--- src/rtl/alu_pkg.sv ---
// Shared encodings for the R-type issue block: ALU control codes, funct values,
// controller states and exception causes.
package alu_pkg;

    localparam logic [2:0] F_AND = 3'd0;
    localparam logic [2:0] F_OR  = 3'd1;
    localparam logic [2:0] F_ADD = 3'd2;
    localparam logic [2:0] F_SUB = 3'd6;
    localparam logic [2:0] F_SLT = 3'd7;

    localparam logic [5:0] FUNCT_AND = 6'h24;
    localparam logic [5:0] FUNCT_OR  = 6'h25;
    localparam logic [5:0] FUNCT_ADD = 6'h20;
    localparam logic [5:0] FUNCT_SUB = 6'h22;
    localparam logic [5:0] FUNCT_SLT = 6'h2A;

    typedef enum logic {
        ST_RUN  = 1'b0,
        ST_HALT = 1'b1
    } state_t;

    typedef enum logic [1:0] {
        CAUSE_NONE = 2'b00,
        CAUSE_OVF  = 2'b01,
        CAUSE_ILL  = 2'b10
    } cause_t;

    typedef struct packed {
        logic       legal;
        logic [2:0] f;
    } dec_t;

    function automatic dec_t decode(input logic [5:0] funct);
        dec_t d;
        d.legal = 1'b1;
        d.f     = F_AND;
        case (funct)
            FUNCT_AND: d.f = F_AND;
            FUNCT_OR:  d.f = F_OR;
            FUNCT_ADD: d.f = F_ADD;
            FUNCT_SUB: d.f = F_SUB;
            FUNCT_SLT: d.f = F_SLT;
            default:   d.legal = 1'b0;
        endcase
        return d;
    endfunction

endpackage

--- src/rtl/alu_regfile.sv ---
// 32x32 register file: two combinational read ports, one synchronous write port,
// register 0 reads as zero and ignores writes.
module alu_regfile
    import alu_pkg::*;
(
    input  logic        clk,
    input  logic        rst_n,
    input  logic [4:0]  i_ra,
    input  logic [4:0]  i_rb,
    output logic [31:0] o_rda,
    output logic [31:0] o_rdb,
    input  logic        i_we,
    input  logic [4:0]  i_wa,
    input  logic [31:0] i_wd
);

    logic [31:0] r_mem [32];

    always_ff @(posedge clk) begin
        if (!rst_n) begin
            for (int i = 0; i < 32; i++) begin
                r_mem[i] <= '0;
            end
        end else if (i_we && (i_wa != 5'd0)) begin
            r_mem[i_wa] <= i_wd;
        end
    end

    assign o_rda = (i_ra == 5'd0) ? 32'd0 : r_mem[i_ra];
    assign o_rdb = (i_rb == 5'd0) ? 32'd0 : r_mem[i_rb];

endmodule

--- src/rtl/alu_issue.sv ---
// Two-stage R-type issue/retire controller around an external ALU, with
// result bypass from the issue stage and halt-on-exception handling.
module alu_issue
    import alu_pkg::*;
(
    input  logic        clk,
    input  logic        rst_n,
    input  logic        in_valid,
    output logic        in_ready,
    input  logic [5:0]  in_funct,
    input  logic [4:0]  in_rs,
    input  logic [4:0]  in_rt,
    input  logic [4:0]  in_rd,
    output logic [2:0]  alu_f,
    output logic [31:0] alu_a,
    output logic [31:0] alu_b,
    input  logic [31:0] alu_y,
    input  logic        alu_zero,
    input  logic        alu_of,
    output logic        wb_valid,
    output logic [4:0]  wb_rd,
    output logic [31:0] wb_data,
    output logic        wb_zero,
    output logic        exc,
    output logic [1:0]  exc_cause,
    input  logic        exc_clr
);

    state_t      r_state, w_state_nxt;
    cause_t      r_cause, w_cause_nxt;

    logic        r_is_valid;
    logic [2:0]  r_is_f;
    logic [31:0] r_is_a, r_is_b;
    logic [4:0]  r_is_rd;

    logic        r_wb_valid;
    logic [4:0]  r_wb_rd;
    logic [31:0] r_wb_data;
    logic        r_wb_zero;

    dec_t        w_dec;
    logic        w_accept, w_ovf, w_ill, w_we, w_is_load;
    logic [31:0] w_rf_a, w_rf_b, w_op_a, w_op_b;

    assign in_ready  = (r_state == ST_RUN);
    assign w_accept  = in_valid && in_ready;
    assign w_dec     = decode(in_funct);
    assign w_ovf     = r_is_valid && alu_of && ((r_is_f == F_ADD) || (r_is_f == F_SUB));
    assign w_ill     = w_accept && !w_dec.legal;
    assign w_we      = r_is_valid && !w_ovf;
    // An accept coinciding with an overflow is squashed rather than executed.
    assign w_is_load = w_accept && w_dec.legal && !w_ovf;

    alu_regfile u_regfile (
        .clk   (clk),
        .rst_n (rst_n),
        .i_ra  (in_rs),
        .i_rb  (in_rt),
        .o_rda (w_rf_a),
        .o_rdb (w_rf_b),
        .i_we  (w_we),
        .i_wa  (r_is_rd),
        .i_wd  (alu_y)
    );

    assign w_op_a = (r_is_valid && (r_is_rd != 5'd0) && (r_is_rd == in_rs)) ? alu_y : w_rf_a;
    assign w_op_b = (r_is_valid && (r_is_rd != 5'd0) && (r_is_rd == in_rt)) ? alu_y : w_rf_b;

    always_ff @(posedge clk) begin
        if (!rst_n) begin
            r_state <= ST_RUN;
            r_cause <= CAUSE_NONE;
        end else begin
            r_state <= w_state_nxt;
            r_cause <= w_cause_nxt;
        end
    end

    always_comb begin
        w_state_nxt = r_state;
        w_cause_nxt = r_cause;
        case (r_state)
            ST_RUN: begin
                // Overflow outranks a coincident illegal accept.
                if (w_ovf) begin
                    w_state_nxt = ST_HALT;
                    w_cause_nxt = CAUSE_OVF;
                end else if (w_ill) begin
                    w_state_nxt = ST_HALT;
                    w_cause_nxt = CAUSE_ILL;
                end
            end
            ST_HALT: begin
                if (exc_clr) begin
                    w_state_nxt = ST_RUN;
                    w_cause_nxt = CAUSE_NONE;
                end
            end
            default: begin
                w_state_nxt = ST_RUN;
                w_cause_nxt = CAUSE_NONE;
            end
        endcase
    end

    always_ff @(posedge clk) begin
        if (!rst_n) begin
            r_is_valid <= 1'b0;
            r_is_f     <= '0;
            r_is_a     <= '0;
            r_is_b     <= '0;
            r_is_rd    <= '0;
        end else begin
            r_is_valid <= w_is_load;
            if (w_is_load) begin
                r_is_f  <= w_dec.f;
                r_is_a  <= w_op_a;
                r_is_b  <= w_op_b;
                r_is_rd <= in_rd;
            end
        end
    end

    always_ff @(posedge clk) begin
        if (!rst_n) begin
            r_wb_valid <= 1'b0;
            r_wb_rd    <= '0;
            r_wb_data  <= '0;
            r_wb_zero  <= 1'b0;
        end else begin
            r_wb_valid <= w_we;
            if (w_we) begin
                r_wb_rd   <= r_is_rd;
                r_wb_data <= alu_y;
                r_wb_zero <= alu_zero;
            end
        end
    end

    assign alu_f     = r_is_f;
    assign alu_a     = r_is_a;
    assign alu_b     = r_is_b;
    assign wb_valid  = r_wb_valid;
    assign wb_rd     = r_wb_rd;
    assign wb_data   = r_wb_data;
    assign wb_zero   = r_wb_zero;
    assign exc       = (r_state == ST_HALT);
    assign exc_cause = r_cause;

endmodule

--- config.mk ---
export PLATFORM = sky130hd
export DESIGN_NAME = alu_issue
export DESIGN_NICKNAME = d
export VERILOG_FILES = /design/src/rtl/alu_pkg.sv /design/src/rtl/alu_regfile.sv /design/src/rtl/alu_issue.sv
export SDC_FILE = /design/constraint.sdc
export NUM_CORES = 2
export LEC_CHECK = 0
export BUFFER_PORTS_ARGS = -buffer_cell sky130_fd_sc_hd__buf_2
export CORE_AREA = 5 5 372 374
export DETAILED_ROUTE_END_ITERATION = 16
export DIE_AREA = 0 0 377 379
export HOLD_SLACK_MARGIN = 0.1
export PLACE_DENSITY = 0.62
export REMOVE_ABC_BUFFERS = 1
export SETUP_SLACK_MARGIN = 0.02
export SYNTH_ARGS = -nofsm -noshare
export SYNTH_HDL_FRONTEND = slang
export SYNTH_HIERARCHICAL = 1
export SYNTH_SLANG_ARGS = --single-unit
--- constraint.sdc ---
create_clock -name clk -period 13.1 [get_ports clk]
set_input_delay 2.62 -clock clk [delete_from_list [all_inputs] [get_ports clk]]
set_output_delay 2.62 -clock clk [all_outputs]
set_load 0.005 [all_outputs]
==> flow_metrics.env <==
export IMPL_status="finished, final reports clean"
export IMPL_internal_power_mw=6.510
export IMPL_p_leak_nw=23.40
export IMPL_path_delay_family="buffers and inverters"
export IMPL_drv_cap=0
export IMPL_start_kind="input pin"
export IMPL_critical_path_slowest_cell="a2111oi_0"
export IMPL_fin_nets=4192
export IMPL_rsz0062_at_grt="no"
export IMPL_cp_max_fo=56
export IMPL_htree_levels=4
export IMPL_hold_buffers=0
export IMPL_drt_vias_per_instance=6.760
export IMPL_ir_worst_vdd_v=0.0001448
export IMPL_cts_tree="done"
export IMPL_die_w_um=377
export IMPL_postSynth_topFlopCell="edfxtp_1"
export IMPL_period_share_pct=47.02
export IMPL_cp_end_kind="register"
export IMPL_placed_area_sq_um=62450
export IMPL_cts_sinks=1139
export IMPL_synth_seq_area_share_pct=55.12
export IMPL_setup_viol=0
export IMPL_hold_class="register to register"
export IMPL_path_buf_inv=3
export IMPL_fp_dieArea_sq_um=142900
export IMPL_synth_top_cell_area_share_pct=51.28
export IMPL_cts_root_buf="clkbuf_16"
export IMPL_synth_area_leaders="edfxtp_1 (51%), mux4_2 (18%), and2_1 (10%), dfxtp_1 (3.8%), mux2i_1 (2.6%)"
export IMPL_powerDensity_nw_per_um2=130.1
export IMPL_drv_slew=0
export IMPL_p_seq_share_pct=47.8
export IMPL_tightest_slew_ns=1.268
export IMPL_area_growth_syn_to_layout_pct=11.08
export IMPL_dr_pass1_iters=6
export IMPL_post_cts_buffers=0
export IMPL_drc=0
export IMPL_place_gp_congestion=0.8770
export IMPL_path_cells="buf_6, buf_4, or3_2, buf_4, o22ai_1, a2111oi_0, nor3_1, o31ai_1, a311oi_2"
export IMPL_clkPwrFrac_pct=41.7
export IMPL_hold_violations=0
export IMPL_cts_resized=0
export IMPL_clock_latency_ns=0.76
export IMPL_grt_pass1_vias=39893
export IMPL_synth_async_reset_ratio_pct=0
export IMPL_synth_avg_cell_area_sq_um=14.42
export IMPL_dpl_hpwl_um=126400
export IMPL_drtIter0Drc=6313
export IMPL_synth_warning_count=6
export IMPL_grt_max_degree=104
export IMPL_synthesis_area_sq_um=59960
export IMPL_final_setup_tns_ns=0
export IMPL_crit_top_cell="buf_4"
export IMPL_path_class="input pin to register"
export IMPL_fin_crit_ns=6.159
export IMPL_grt_total_usage_pct=31.12
export IMPL_path_clk_slew_ns=0.06
export IMPL_relSlewSlack_pct=14.97
export IMPL_final_antenna_net_count=0
export IMPL_arrival_ns=6.77
export IMPL_netlist_instances=4158
export IMPL_portBuffers=168
export IMPL_yosys_area_top_type="edfxtp_1"
export IMPL_fmax_mhz=162.4
export IMPL_io_pins=169
export IMPL_via_count=40684
export IMPL_switching_share_pct=24.89
export IMPL_ys_seq_elements=1139
export IMPL_die_h_um=379
export IMPL_slowest_delay_ns=1.05
export IMPL_coreArea_sq_um=134600
export IMPL_cts_path_max_buffers=3
export IMPL_required_ns=13.71
export IMPL_p_sw_mw=2.157
export IMPL_synth_edff_count=1024
export IMPL_antenna_found_initial=22
export IMPL_wl_per_cell_um=37.55
export IMPL_grt_overflow_total=0
export IMPL_initial_core_util_pct=44.54
export IMPL_power_frac_comb_pct=10.5
export IMPL_stdcell_area_sq_um=66610
export IMPL_grt_pass1_wl_um=312100
export IMPL_synth_cell_types=59
export IMPL_layout_drive_gt1_share_pct=26.18
export IMPL_final_setup_skew_ns=0.02979
export IMPL_totalWireLength_um=226000
export IMPL_numCtsBuffers=130
export IMPL_rows=135
[stage by stage]
| step | instances | util (%) | setup slack (ns) | hold slack (ns) | total power [mW] |
|---|---|---|---|---|---|
| 2_1_floorplan | 3715 | - | 5.515 | 0.4527 | 4.625 |
| 3_3_place_gp | 5782 | 46.39 | 6.577 | 0.4400 | 5.090 |
| 3_5_place_dp | 5782 | 46.39 | 6.478 | 0.4435 | 5.100 |
| 4_1_cts | 6009 | 49.46 | 7.322 | 0.4513 | 8.662 |
| 5_1_grt | 6009 | 49.46 | 7.019 | 0.4706 | 8.865 |
| 6_report | 6018 | 49.48 | 6.941 | 0.4495 | 8.667 |
[cell usage after synthesis (6+ instances only)]
master        n
a2111oi_0    17
a2111oi_1    12
a211oi_1     34
a21oi_1     122
a22o_1       51
a22oi_1      18
a311oi_1     10
a311oi_2     54
and2_1      998
buf_1        17
buf_2        60
buf_4        38
buf_6        24
clkbuf_1    332
dfxtp_1     115
edfxtp_1   1024
mux2_2       30
mux2i_1     154
mux4_2      470
nand2_1      91
nand2b_1      7
nand3_1      14
nand4_1      65
nor2_1       41
nor2b_1      18
nor3_1       55
nor4_1        8
o21ai_0      43
o221ai_1     27
o22ai_1      79
o31ai_1      64
xnor2_1       6
[registers in the layout (all words and copies together), names as in the netlist]
name and flops:
r_is_rd 5, wb_rd 5, wb_zero 1, alu_a 32
r_is_valid 1, wb_valid 1, wb_data 32, exc_cause 2
u_regfile/r_mem 1024, alu_f 3, exc 1, alu_b 32
[area by class of cell]
cell class / instances / area, sq um
Inverter: 5 / 23.77
Sequential cell: 1139 / 33050
Fill cell: 11176 / 68020
Timing Repair Buffer: 286 / 1827
Tap cell: 1781 / 2228
Clock buffer: 170 / 3581
Antenna cell: 9 / 22.52
Multi-Input combinational cell: 2571 / 25320
Clock inverter: 57 / 551.8
[path summary, 6_finish.rpt]
path,slack (ns),cells past startpoint,end,startpoint
worst max-delay path,6.94,9,alu_b[0]$_SDFFE_PN0P_,in_rt[2]
worst min-delay path,0.45,2,wb_data[28]$_SDFFE_PN0P_,wb_data[28]$_SDFFE_PN0P_
worst max register to register,9.26,9,u_regfile/r_mem[4][5]$_SDFFCE_PN0P_,r_is_valid$_SDFF_PN0_
worst min register to register,0.45,2,wb_data[28]$_SDFFE_PN0P_,wb_data[28]$_SDFFE_PN0P_
[cell usage in the layout, fill, tap and decap left out, types with 32 or more instances in the layout]
master,instances
o22ai_1,79
dfxtp_1,115
a311oi_2,54
o31ai_1,64
a21oi_1,122
mux2i_1,154
edfxtp_1,1024
nor3_1,55
a211oi_1,34
conb_1,32
nand4_1,65
clkbuf_16,136
a22o_1,51
o21ai_4,32
nand2_1,91
buf_2,160
and2_1,996
mux4_2,470
nor2_2,32
buf_4,117
[power groups by stage]
stage / clock (mW) / sequential (mW) / combinational, mW
finish: 3.61 / 4.15 / 0.908
CTS: 3.64 / 4.14 / 0.885
global placement: 0 / 4.21 / 0.879
detailed placement: 0 / 4.22 / 0.883
global route: 3.78 / 4.15 / 0.928
floorplan: 0 / 4.19 / 0.432
[cell families after synthesis]
group / synth area share (%)
AO/OA/AOI/OAI: 6.975
multiplexers: 20.81
buffers and inverters: 3.693
AND/OR/NAND/NOR: 13.25
flip-flops: 55.12
other: 0.006254
XOR/XNOR: 0.1461
[tightest hold or removal path, delay by kind of cell, from the launching register on]
family / cells / cell delay (ns)
and+or+nand+nor: 1 / 0.05
DFF: 1 / 0.30
AOI/OAI and AO/OA: 1 / 0.05
[per-layer routing]
| layer | routed length [um] | part of all wire, % | GRT usage, % | vias to the layer above |
|---|---|---|---|---|
| met5 | 50 | 0.022 | 0 | - |
| met4 | 12260 | 5.4 | 14.60 | 8 |
| met3 | 28470 | 13 | 9.482 | 706 |
| met2 | 103700 | 46 | 49.29 | 3044 |
| met1 | 81450 | 36 | 39.46 | 20867 |
| li1 | - | - | - | 16059 |
Power figures use the tool's default switching activity.
